### src/rtl/game_sequencer_if.sv
// Purpose: bundles the player controls, gameplay events and game-flow outputs of game_sequencer.
// Latency: none; wires only.
// Backpressure: none; every event is a pulse or a level and is never stalled.
// Ports:
//   master = game_sequencer side. It receives the buttons/events and drives state/enables/counters.
//   slave  = board/datapath side. It drives the buttons/events and receives the game-flow outputs.
interface game_sequencer_if #(
    parameter int SCORE_W = 14
);
    // player controls and gameplay events (into the sequencer)
    logic               start;
    logic               play;
    logic               frame_tick;
    logic               alien_killed;
    logic               player_hit;
    logic               wave_clear;
    logic               aliens_landed;

    // game-flow outputs (from the sequencer)
    logic [2:0]         state;
    logic               run_en;
    logic               game_init;
    logic               wave_init;
    logic [1:0]         lives;
    logic [SCORE_W-1:0] score;
    logic [3:0]         wave;

    modport master (
        input  start, play, frame_tick, alien_killed, player_hit, wave_clear, aliens_landed,
        output state, run_en, game_init, wave_init, lives, score, wave
    );

    modport slave (
        output start, play, frame_tick, alien_killed, player_hit, wave_clear, aliens_landed,
        input  state, run_en, game_init, wave_init, lives, score, wave
    );
endinterface

### src/rtl/game_sequencer.sv
// Purpose: Space Invaders game-flow FSM. Owns lives/score/wave and gates the datapath with run_en and the init pulses.
// Latency: every decision registers on the next clk edge; outputs are Moore-decoded from the registered state.
// Backpressure: none; events are sampled every cycle, and delays are counted in frame_tick pulses.
// Ports: clk, reset (sync, active-high); bus (game_sequencer_if.master) carries all buttons, events and outputs.
module game_sequencer #(
    parameter int LIVES        = 3,
    parameter int DEATH_FRAMES = 60,
    parameter int WAVE_FRAMES  = 90,
    parameter int OVER_FRAMES  = 180,
    parameter int KILL_POINTS  = 10,
    parameter int SCORE_W      = 14
) (
    input  logic             clk,
    input  logic             reset,
    game_sequencer_if.master bus
);

    typedef enum logic [2:0] {
        ST_ATTRACT   = 3'd0,
        ST_INIT      = 3'd1,
        ST_PLAY      = 3'd2,
        ST_PAUSE     = 3'd3,
        ST_DYING     = 3'd4,
        ST_WAVE_DONE = 3'd5,
        ST_WAVE_INIT = 3'd6,
        ST_GAME_OVER = 3'd7
    } state_t;

    // The timer exits on the tick that arrives while it holds N-1.
    localparam logic [7:0] DEATH_LAST = 8'(DEATH_FRAMES - 1);
    localparam logic [7:0] WAVE_LAST  = 8'(WAVE_FRAMES - 1);
    localparam logic [7:0] OVER_LAST  = 8'(OVER_FRAMES - 1);

    localparam logic [SCORE_W:0]   KILL_ADD  = (SCORE_W + 1)'(KILL_POINTS);
    localparam logic [SCORE_W-1:0] SCORE_MAX = '1;

    state_t             state_q, state_d;
    logic               start_q;
    logic [7:0]         timer_q, timer_d;
    logic [1:0]         lives_q, lives_d;
    logic [SCORE_W-1:0] score_q, score_d;
    logic [3:0]         wave_q, wave_d;

    logic               start_rise;
    logic               timer_inc;
    logic [SCORE_W:0]   score_sum;
    logic [SCORE_W-1:0] score_kill;

    assign start_rise = bus.start & ~start_q;

    // One extra bit holds the carry, so saturation is a single-bit test.
    assign score_sum  = {1'b0, score_q} + KILL_ADD;
    assign score_kill = score_sum[SCORE_W] ? SCORE_MAX : score_sum[SCORE_W-1:0];

    always_ff @(posedge clk) begin
        if (reset) begin
            state_q <= ST_ATTRACT;
            start_q <= 1'b0;
            timer_q <= '0;
            lives_q <= '0;
            score_q <= '0;
            wave_q  <= '0;
        end else begin
            state_q <= state_d;
            start_q <= bus.start;
            timer_q <= timer_d;
            lives_q <= lives_d;
            score_q <= score_d;
            wave_q  <= wave_d;
        end
    end

    always_comb begin
        state_d   = state_q;
        lives_d   = lives_q;
        score_d   = score_q;
        wave_d    = wave_q;
        timer_inc = 1'b0;

        case (state_q)
            ST_ATTRACT: begin
                // Edge-triggered, so a start button held through GAME_OVER cannot relaunch.
                if (start_rise) state_d = ST_INIT;
            end
            ST_INIT: begin
                score_d = '0;
                lives_d = 2'(LIVES);
                wave_d  = 4'd1;
                state_d = ST_PLAY;
            end
            ST_PLAY: begin
                // A kill is credited even when a higher-priority event also leaves PLAY this cycle.
                if (bus.alien_killed) score_d = score_kill;
                if (bus.aliens_landed) begin
                    lives_d = 2'd0;
                    state_d = ST_GAME_OVER;
                end else if (bus.player_hit) begin
                    if (lives_q <= 2'd1) begin
                        lives_d = 2'd0;
                        state_d = ST_GAME_OVER;
                    end else begin
                        lives_d = lives_q - 2'd1;
                        state_d = ST_DYING;
                    end
                end else if (bus.wave_clear) begin
                    state_d = ST_WAVE_DONE;
                end else if (!bus.play) begin
                    state_d = ST_PAUSE;
                end
            end
            ST_PAUSE: begin
                if (bus.play) state_d = ST_PLAY;
            end
            ST_DYING: begin
                if (bus.frame_tick) begin
                    timer_inc = 1'b1;
                    if (timer_q == DEATH_LAST) state_d = ST_PLAY;
                end
            end
            ST_WAVE_DONE: begin
                if (bus.frame_tick) begin
                    timer_inc = 1'b1;
                    if (timer_q == WAVE_LAST) state_d = ST_WAVE_INIT;
                end
            end
            ST_WAVE_INIT: begin
                if (wave_q != 4'd15) wave_d = wave_q + 4'd1;
                state_d = ST_PLAY;
            end
            ST_GAME_OVER: begin
                if (bus.frame_tick) begin
                    timer_inc = 1'b1;
                    if (timer_q == OVER_LAST) state_d = ST_ATTRACT;
                end
            end
            default: state_d = ST_ATTRACT;
        endcase
    end

    // Every state change clears the timer. A tick on the cycle that enters a state
    // is seen by the old state, so it never counts toward the new state's delay.
    always_comb begin
        timer_d = timer_q;
        if (state_d != state_q) timer_d = '0;
        else if (timer_inc)     timer_d = timer_q + 8'd1;
    end

    assign bus.state     = state_q;
    assign bus.run_en    = (state_q == ST_PLAY);
    assign bus.game_init = (state_q == ST_INIT);
    assign bus.wave_init = (state_q == ST_INIT) || (state_q == ST_WAVE_INIT);
    assign bus.lives     = lives_q;
    assign bus.score     = score_q;
    assign bus.wave      = wave_q;

endmodule

### src/flat_wrapper.sv
// flat-port wrapper written by rule: the top's interface ports become plain ports
module game_sequencer_flat 
#(
    parameter int LIVES        = 3,
    parameter int DEATH_FRAMES = 60,
    parameter int WAVE_FRAMES  = 90,
    parameter int OVER_FRAMES  = 180,
    parameter int KILL_POINTS  = 10,
    parameter int SCORE_W      = 14
)
  (clk, reset, bus_start, bus_play, bus_frame_tick, bus_alien_killed, bus_player_hit, bus_wave_clear, bus_aliens_landed, bus_state, bus_run_en, bus_game_init, bus_wave_init, bus_lives, bus_score, bus_wave);
  game_sequencer_if #(.SCORE_W(SCORE_W)) bus_i ();
  input  logic clk;
  input  logic reset;
  input wire logic [$bits(bus_i.start)-1:0] bus_start;
  input wire logic [$bits(bus_i.play)-1:0] bus_play;
  input wire logic [$bits(bus_i.frame_tick)-1:0] bus_frame_tick;
  input wire logic [$bits(bus_i.alien_killed)-1:0] bus_alien_killed;
  input wire logic [$bits(bus_i.player_hit)-1:0] bus_player_hit;
  input wire logic [$bits(bus_i.wave_clear)-1:0] bus_wave_clear;
  input wire logic [$bits(bus_i.aliens_landed)-1:0] bus_aliens_landed;
  output wire logic [$bits(bus_i.state)-1:0] bus_state;
  output wire logic [$bits(bus_i.run_en)-1:0] bus_run_en;
  output wire logic [$bits(bus_i.game_init)-1:0] bus_game_init;
  output wire logic [$bits(bus_i.wave_init)-1:0] bus_wave_init;
  output wire logic [$bits(bus_i.lives)-1:0] bus_lives;
  output wire logic [$bits(bus_i.score)-1:0] bus_score;
  output wire logic [$bits(bus_i.wave)-1:0] bus_wave;
  assign bus_i.start = bus_start;
  assign bus_i.play = bus_play;
  assign bus_i.frame_tick = bus_frame_tick;
  assign bus_i.alien_killed = bus_alien_killed;
  assign bus_i.player_hit = bus_player_hit;
  assign bus_i.wave_clear = bus_wave_clear;
  assign bus_i.aliens_landed = bus_aliens_landed;
  assign bus_state = bus_i.state;
  assign bus_run_en = bus_i.run_en;
  assign bus_game_init = bus_i.game_init;
  assign bus_wave_init = bus_i.wave_init;
  assign bus_lives = bus_i.lives;
  assign bus_score = bus_i.score;
  assign bus_wave = bus_i.wave;
  game_sequencer #(.LIVES(LIVES), .DEATH_FRAMES(DEATH_FRAMES), .WAVE_FRAMES(WAVE_FRAMES), .OVER_FRAMES(OVER_FRAMES), .KILL_POINTS(KILL_POINTS), .SCORE_W(SCORE_W)) u_core (.clk(clk), .reset(reset), .bus(bus_i));
endmodule
### config.mk
export PLATFORM = sky130hd
export DESIGN_NAME = game_sequencer_flat
export DESIGN_NICKNAME = d
export VERILOG_FILES = /design/src/rtl/game_sequencer_if.sv /design/src/rtl/game_sequencer.sv /design/src/flat_wrapper.sv
export SDC_FILE = /design/constraint.sdc
export NUM_CORES = 1
export LEC_CHECK = 0
export ABC_AREA = 1
export BUFFER_PORTS_ARGS = -buffer_cell sky130_fd_sc_hd__buf_2
export CAP_MARGIN = 20
export CORE_ASPECT_RATIO = 0.5
export CORE_UTILIZATION = 45
export DETAILED_ROUTE_END_ITERATION = 6
export GPL_ROUTABILITY_DRIVEN = 0
export MAX_ROUTING_LAYER = met4
export PLACE_DENSITY = 0.67
export SETUP_SLACK_MARGIN = 0.15
export SKIP_CTS_REPAIR_TIMING = 1
export SLEW_MARGIN = 10
export SYNTH_ARGS = -nofsm -noshare
export SYNTH_HDL_FRONTEND = slang
export SYNTH_SLANG_ARGS = --single-unit
### constraint.sdc
create_clock -name clk -period 1.8 [get_ports clk]
set_input_delay 0.18 -clock clk [delete_from_list [all_inputs] [get_ports clk]]
set_output_delay 0.18 -clock clk [all_outputs]
set_load 0.03 [all_outputs]
==> impl_metrics.env, run 1 <==
export IMPL_status="finished clean"
export IMPL_start_kind="flop"
export IMPL_drv_slew=0
export IMPL_hold_violations=0
export IMPL_tns_ns=0
export IMPL_final_util=0.607
export IMPL_syn_avg_cell_area_um2=6.79
export IMPL_dieArea_um2=4300
export IMPL_clkSinkCount=32
export IMPL_vdd_drop_max_mv=0.501
export IMPL_p_comb_frac=0.400
export IMPL_tightest_slew_ns=0.405
export IMPL_cp_data_required_time_ns=2.02
export IMPL_drc=0
export IMPL_ys_seq_area_frac=0.354
export IMPL_skew_ns=0.00549
export IMPL_track_usage=0.214
export IMPL_clock_fmax_mhz=616
export IMPL_avgViaCountPerCell=5.02
export IMPL_cts_buffers=5
export IMPL_cp_arrival_ns=1.84
export IMPL_dpl_hpwl_um=2950
export IMPL_final_cell_mix="nand2_1, buf_2, nor2_1"
export IMPL_yosys_warnings=0
export IMPL_antenna_cells=0
export IMPL_critPathCaptureType="flop"
export IMPL_netSwitchingPower_w=0.00105
export IMPL_rsz0062_at_grt="yes"
export IMPL_grt_max_degree=22
export IMPL_netlist_instances=267
export IMPL_start_util=0.498
export IMPL_final_common_cell="nand2_1"
export IMPL_leakage_nw=0.941
export IMPL_path_class="flop to flop"
export IMPL_nets=321
export IMPL_seq_power_share=0.380
export IMPL_synth_cell_type_count=30
export IMPL_intPower_w=0.00133
export IMPL_pwr_share_clk=0.219
export IMPL_fp_dieH_um=46.9
export IMPL_pin_count=35
export IMPL_hold_class="input port to flop"
export IMPL_p_per_area_nw_per_um2=1080
export IMPL_cts_tree="done"
export IMPL_ctsRootBufferMaster="clkbuf_8"
export IMPL_mappedNetlistNets=280
export IMPL_synth_seq_cells=32
export IMPL_grt_pass1_vias=1596
export IMPL_grt_ovfl_total=0
export IMPL_htreeDepth=2
export IMPL_route_vias_total=1802
export IMPL_r2r_slack_ns=0.18
export IMPL_layout_drive_gt1_share=0.276
export IMPL_maxCapViolCount=0
export IMPL_fin_crit_sh=0.902
export IMPL_clk_pin_slew_ns=0.06
export IMPL_period_minus_slack_ns=1.62
export IMPL_antenna_found_initial=0
export IMPL_drt_wl_total_um=4140
export IMPL_grt_pass1_wl_um=6860
export IMPL_ant_nets=0
export IMPL_clkLatencyLatePin_ns=0.28
export IMPL_setup_violations=0
export IMPL_routedWlPerCell_um=11.5
export IMPL_cts_buffer_depth=2
export IMPL_area_growth_pct=22.0
export IMPL_drt_iter0_drc=80
export IMPL_fp_dieW_um=91.7
export IMPL_port_buffers=34
export IMPL_synthesis_area_um2=1810
export IMPL_core_rowCount=15
export IMPL_crit_fanout=8
export IMPL_core_um2=3640
export IMPL_drt_pass1_iter_count=4
export IMPL_swShare=0.443
export IMPL_maxSlewHeadroom=0.730
## layout make-up
class,count,area [um^2]
Clock buffer,6,72.6
Clock inverter,1,5.00
Fill cell,358,1430
Inverter,38,146
Multi-Input combinational cell,194,1060
Sequential cell,32,658
Tap cell,51,63.8
Timing Repair Buffer,37,205
## flip-flops by register name (all words and copies together), names as in the netlist
| name | flops |
|---|---|
| u_core.bus.state | 3 |
| u_core.start_q | 1 |
| u_core.bus.lives | 2 |
| u_core.bus.wave | 4 |
| u_core.bus.score | 14 |
| u_core.timer_q | 8 |
## final timing paths
| kind | cells after the start | startpoint | end |
|---|---|---|---|
| max | 8 | u_core.bus.state[0] | u_core.timer_q[7] |
| min | 3 | bus_start | u_core.start_q |
| max reg2reg | 8 | u_core.bus.state[0] | u_core.timer_q[7] |
| min reg2reg | 2 | u_core.bus.score[0] | u_core.bus.score[0] |
## synthesized netlist by cell type, drive strengths merged
cell type	number	area, um^2
a21oi	15	75.1
a31oi	9	56.3
and3	2	12.5
buf	1	7.51
clkbuf	2	7.51
dfxtp	32	641
ha	4	50.1
inv	38	143
mux2i	1	10.0
nand2	59	234
nand3	26	135
nand3b	2	15.0
nand4	3	18.8
nor2	42	193
nor3	4	25.0
nor4	2	12.5
o211ai	1	7.51
o21ai	10	50.1
o21bai	1	7.51
o311a	1	10.0
o31ai	1	7.51
or2	1	6.26
xnor2	2	17.5
xor2	8	70.1
## routing by layer
metal / part of all wire / global-route usage / vias up
met5: 0 / - / -
met4: 0.0087 / 0.0781 / 0
met3: 0.031 / 0.0599 / 4
met2: 0.48 / 0.383 / 23
met1: 0.48 / 0.240 / 823
li1: - / - / 952
## power by group through the flow
stage / clock network (W) / registers (W) / logic [W]
after floorplan: 0 / 0.00101 / 0.000590
after global placement: 0 / 0.000904 / 0.000928
after detailed placement: 0 / 0.000907 / 0.000933
after CTS: 0.000534 / 0.000892 / 0.000935
after global routing: 0.000584 / 0.000917 / 0.00105
final: 0.000522 / 0.000904 / 0.000952
## critical path: stages (launching register included)
cell,delay [ns]
dfxtp_2,0.44
inv_2,0.10
nor3_1,0.32
nand2_2,0.13
nand4_1,0.11
nand3_1,0.08
nor2_1,0.13
nand2_2,0.13
nor2_1,0.12
## metrics by stage
step           power [W]  hold WS (ns)  cell area (um^2)  worst slack [ns]  std cells
4_1_cts          0.00236         0.123              2120             0.116        356
5_1_grt          0.00255         0.135              2210            0.0592        359
3_5_place_dp     0.00184         0.413              2040             0.133        349
3_3_place_gp     0.00183         0.404              2040             0.198        349
6_report         0.00238         0.126              2210             0.177        359
2_1_floorplan    0.00160         0.305              1820             0.179        267
## logic make-up after synthesis
kind of cell    after synthesis  synth area share
simple gates                141             0.360
buf+inv                      41            0.0870
compound gates               38             0.118
flops                        32             0.354
xor+xnor                     10            0.0483
fa+ha+maj                     4            0.0276
mux                           1           0.00553
No activity file was read; power rests on OpenSTA's default activity.
==> inputs of run 2 (changes only) <==
- ABC_AREA: 1 -> 0
- CELL_PAD_IN_SITES_DETAIL_PLACEMENT: not set -> 1
- CELL_PAD_IN_SITES_GLOBAL_PLACEMENT: not set -> 2
- CORE_UTILIZATION: 45 -> 31
- PLACE_DENSITY: 0.67 -> not set
- PLACE_DENSITY_LB_ADDON: not set -> 0.1
==> impl_metrics.env, run 2 <==
export IMPL_skew_ns=0.00279
export IMPL_fp_dieW_um=109
export IMPL_final_common_cell="buf_2"
export IMPL_nets=288
export IMPL_hold_end="u_core.start_q"
export IMPL_clkLatencyLatePin_ns=0.28
export IMPL_synthesis_area_um2=1780
export IMPL_crit_fanout=8
export IMPL_netlist_instances=222
export IMPL_mappedNetlistNets=235
export IMPL_period_minus_slack_ns=1.64
export IMPL_synth_ff_type="dfxtp_1"
export IMPL_holdPathStages=2
export IMPL_syn_avg_cell_area_um2=8.03
export IMPL_grt_max_degree=26
export IMPL_n_fill_cell=676
export IMPL_grt_pass1_vias=1813
export IMPL_synth_edff_count=0
export IMPL_synth_cell_type_count=46
export IMPL_rsz0062_at_grt="yes"
export IMPL_routedWlPerCell_um=15.1
export IMPL_start_kind="flop"
export IMPL_cts_buffer_depth=2
export IMPL_pin_count=35
export IMPL_area_growth_pct=36.9
export IMPL_drv_slew=0
export IMPL_r2r_end="u_core.timer_q[7]"
export IMPL_synth_common_cells="dfxtp_1, a21oi_1, nand2_1, nor2_1, nor3_1"
export IMPL_drc=0
export IMPL_start_util=0.323
export IMPL_final_util=0.443
export IMPL_tightest_slew_ns=0.529
export IMPL_setup_violations=0
export IMPL_ant_nets=0
export IMPL_drt_wl_total_um=5260
export IMPL_synth_top_area_cell="dfxtp_1"
export IMPL_core_rowCount=19
export IMPL_tns_ns=0
export IMPL_synth_seq_cells=32
export IMPL_hold_class="input port to flop"
export IMPL_p_per_area_nw_per_um2=863
export IMPL_reg2regPathDepth=6
export IMPL_grt_pass1_wl_um=8790
export IMPL_maxSlewHeadroom=0.647
export IMPL_maxCapViolCount=0
export IMPL_cts_buffers=5
export IMPL_layout_drive_gt1_share=0.348
export IMPL_r2r_slack_ns=0.16
export IMPL_dp_slack_ns=0.0699
export IMPL_worstHoldStart="bus_start"
export IMPL_fp_dieH_um=55.6
export IMPL_hold_violations=0
export IMPL_fin_crit_sh=0.909
export IMPL_port_buffers=34
export IMPL_core_um2=5520
export IMPL_track_usage=0.193
export IMPL_clock_fmax_mhz=611
export IMPL_drt_iter0_drc=58
export IMPL_final_cell_mix="buf_2, buf_4, nand2_1, a21oi_1, nor2_1"
export IMPL_dpl_hpwl_um=3650
export IMPL_antenna_cells=0
export IMPL_vdd_drop_max_mv=0.315
export IMPL_antenna_found_initial=0
export IMPL_synth_top_area_frac=0.359
export IMPL_critPathCaptureType="flop"
export IMPL_cts_tree="done"
export IMPL_route_vias_total=1834
export IMPL_cp_arrival_ns=1.81
export IMPL_synthTopCellsByArea="dfxtp_1, a21oi_1, nor3_1, nand2_1, nor2_1"
export IMPL_clk_pin_slew_ns=0.05
export IMPL_synth_most_common_cell="dfxtp_1"
export IMPL_r2r_start="u_core.bus.state[0]"
export IMPL_path_class="flop to flop"
export IMPL_power_w=0.00211
export IMPL_ys_seq_area_frac=0.359
export IMPL_grt_ovfl_total=0
export IMPL_ctsRootBufferMaster="clkbuf_16"
export IMPL_cp_data_required_time_ns=1.97
export IMPL_drt_pass1_iter_count=4
export IMPL_yosys_warnings=0
export IMPL_avgViaCountPerCell=5.26
export IMPL_status="finished clean"
export IMPL_fin_ws_ns=0.163
export IMPL_htreeDepth=2
export IMPL_dieArea_um2=6080
export IMPL_async_reset_ff_frac=0
export IMPL_leakage_nw=0.896
export IMPL_largest_reg_flops=14
export IMPL_clkSinkCount=32
-- run 2: cell types whose count changed after synthesis, moves of 5 or more --
cell / change
clkbuf_1: +6
nand2_2: -5
nor3_1: +14
nor2_2: -5
nand3_1: -16
inv_1: -23
inv_2: -8
a21oi_1: +7
nand2_1: -32
nor2_1: -12
-- run 2: kinds of logic after synthesis --
logic type                 count (synthesis)  share of synthesized area
xor gates and xnor gates                   9                     0.0442
and+or+nand+nor                           98                      0.300
buffers and inverters                     19                     0.0533
DFF                                       32                      0.359
AOI/OAI and AO/OA                         59                      0.209
muxes                                      1                    0.00561
adders and majority gates                  4                     0.0281
-- run 2: layout make-up --
| class | instances | area [um^2] | area share |
|---|---|---|---|
| clock buffers | 8 | 146 | 0.0600 |
| inverters | 7 | 30.0 | 0.0123 |
| multi-input cells | 171 | 1160 | 0.474 |
| flip-flops and latches | 32 | 661 | 0.271 |
| well taps | 73 | 91.3 | 0.0374 |
| repair buffers | 58 | 357 | 0.146 |
-- run 2: worst max-delay path by stage --
stage	slack, ns	cells after the start	end	from
after global placement	0.12	6	u_core.timer_q[7]	u_core.timer_q[2]
after floorplan	0.11	6	u_core.timer_q[0]	u_core.bus.state[1]
after CTS	-0.11	3	bus_game_init	u_core.bus.state[1]
after global routing	0.05	6	u_core.timer_q[7]	u_core.timer_q[7]
final	0.16	6	u_core.timer_q[7]	u_core.bus.state[0]
after detailed placement	0.07	6	u_core.timer_q[0]	u_core.timer_q[7]
-- run 2: critical path, cell delays in order, from the launching register on --
cell	delay [ns]
dfxtp_2	0.35
or4b_4	0.54
a21oi_2	0.19
a311oi_1	0.07
o211ai_2	0.18
buf_6	0.15
nor2_1	0.04
-- run 2: layer usage --
metal  vias to the layer above  share of wire  GRT usage
li1                        921              -          -
met1                       887           0.47      0.234
met2                        21           0.49      0.316
met3                         5          0.036     0.0550
met4                         0         0.0078     0.0514
met5                         -              0          -
-- run 2: stage by stage --
| stage | hold slack [ns] | cells | instance area [um^2] |
|---|---|---|---|
| 2_1_floorplan | 0.308 | 222 | 1840 |
| 3_3_place_gp | 0.403 | 335 | 2160 |
| 3_5_place_dp | 0.425 | 335 | 2160 |
| 4_1_cts | 0.122 | 343 | 2310 |
| 5_1_grt | 0.157 | 349 | 2440 |
| 6_report | 0.123 | 349 | 2440 |
-- run 2: where the power goes --
group          switching, W  internal [W]
sequential        0.0000384      0.000739
combinational      0.000280      0.000185
clock              0.000314      0.000552
==> inputs of run 3 (changes only) <==
- BUFFER_PORTS_ARGS: -buffer_cell sky130_fd_sc_hd__buf_2 -> -buffer_cell sky130_fd_sc_hd__buf_4
==> impl_metrics.env, run 3 (synthesis results as in run 2) <==
export IMPL_start_util=0.323
export IMPL_clkSinkCount=32
export IMPL_timing_hold_ws_ns=0.132
export IMPL_antenna_found_initial=0
export IMPL_nets=292
export IMPL_grt_pass1_vias=1783
export IMPL_dieArea_um2=6080
export IMPL_drt_wl_total_um=5360
export IMPL_core_um2=5520
export IMPL_hold_class="input port to flop"
export IMPL_routedWlPerCell_um=15.2
export IMPL_fin_area_um2=2560
export IMPL_drc=0
export IMPL_layout_drive_gt1_share=0.369
export IMPL_clkLatencyLatePin_ns=0.28
export IMPL_status="finished clean"
export IMPL_cts_tree="done"
export IMPL_leakage_nw=0.918
export IMPL_maxSlewHeadroom=0.756
export IMPL_avgViaCountPerCell=5.26
export IMPL_route_vias_total=1852
export IMPL_core_rowCount=19
export IMPL_period_minus_slack_ns=1.77
export IMPL_cp_arrival_ns=1.94
export IMPL_cts_buffers=5
export IMPL_port_buffers=34
export IMPL_clock_fmax_mhz=565
export IMPL_ant_nets=0
export IMPL_drv_slew=0
export IMPL_vdd_drop_max_mv=0.506
export IMPL_dpl_hpwl_um=3720
export IMPL_skew_ns=0.00612
export IMPL_maxCapViolCount=0
export IMPL_rsz0062_at_grt="yes"
export IMPL_cts_buffer_depth=2
export IMPL_grt_max_degree=26
export IMPL_drt_iter0_drc=57
export IMPL_tightest_slew_ns=0.362
export IMPL_fp_dieH_um=55.6
export IMPL_track_usage=0.193
export IMPL_final_cell_mix="buf_4, nand2_1, a21oi_1, nor2_1, dfxtp_1"
export IMPL_area_growth_pct=43.5
export IMPL_path_class="flop to flop"
export IMPL_drt_pass1_iter_count=4
export IMPL_ctsRootBufferMaster="clkbuf_16"
export IMPL_grt_pass1_wl_um=8690
export IMPL_fin_crit_sh=0.983
export IMPL_largest_reg_flops=14
export IMPL_critPathCaptureType="flop"
export IMPL_crit_fanout=8
export IMPL_place_area_um2=2230
export IMPL_final_common_cell="buf_4"
export IMPL_hold_violations=0
export IMPL_grt_ovfl_total=0
export IMPL_cp_data_required_time_ns=1.97
export IMPL_clk_pin_slew_ns=0.05
export IMPL_setup_violations=0
export IMPL_final_util=0.464
export IMPL_fp_dieW_um=109
export IMPL_p_per_area_nw_per_um2=819
export IMPL_antenna_cells=0
export IMPL_start_kind="flop"
export IMPL_htreeDepth=2
export IMPL_pin_count=35
run 3: routing by layer:
layer | vias up | share of wire | GRT usage
met5 | - | 0 | -
met4 | 0 | 0.013 | 0.0533
met3 | 10 | 0.031 | 0.0562
met2 | 18 | 0.47 | 0.311
met1 | 899 | 0.49 | 0.237
li1 | 925 | - | -
run 3: stage by stage:
stage,total power [W],setup WS (ns),setup TNS [ns],instances
finish,0.00210,0.0305,0,352
global route,0.00221,-0.0244,-0.142,352
CTS,0.00204,-0.0984,-0.482,340
detailed placement,0.00123,0.000725,0,333
global placement,0.00122,0.0562,0,333
floorplan,0.00108,0.115,0,222
run 3: area by class of cell:
cell class / instances / area (um^2)
Fill cell: 660 / 2960
Multi-Input combinational cell: 171 / 1160
Sequential cell: 32 / 666
Timing Repair Buffer: 62 / 477
Clock buffer: 7 / 133
Tap cell: 73 / 91.3
Inverter: 7 / 30.0
run 3: worst max-delay path, stage by stage (launching register included):
cell and delay (ns):
dfxtp_2 0.34, or4bb_4 0.56, buf_6 0.14, o211ai_1 0.18, o211ai_1 0.14, o211ai_2 0.10
buf_6 0.15, nor2_1 0.05
run 3: power by group:
group	switching (W)	leakage (nW)	total (W)	internal [W]
clock network	0.000299	0.0640	0.000804	0.000505
logic	0.000280	0.587	0.000504	0.000224
registers	0.0000470	0.267	0.000787	0.000740
total	0.000627	0.918	0.00210	0.00147
run 3: path summary, 6_finish.rpt:
kind	slack [ns]	end	startpoint	cells past startpoint
hold / removal	0.13	u_core.start_q	bus_start	2
setup reg to reg	0.03	u_core.timer_q[0]	u_core.timer_q[7]	7
setup / recovery	0.03	u_core.timer_q[0]	u_core.timer_q[7]	7
hold reg to reg	0.47	u_core.bus.score[0]	u_core.bus.score[0]	2
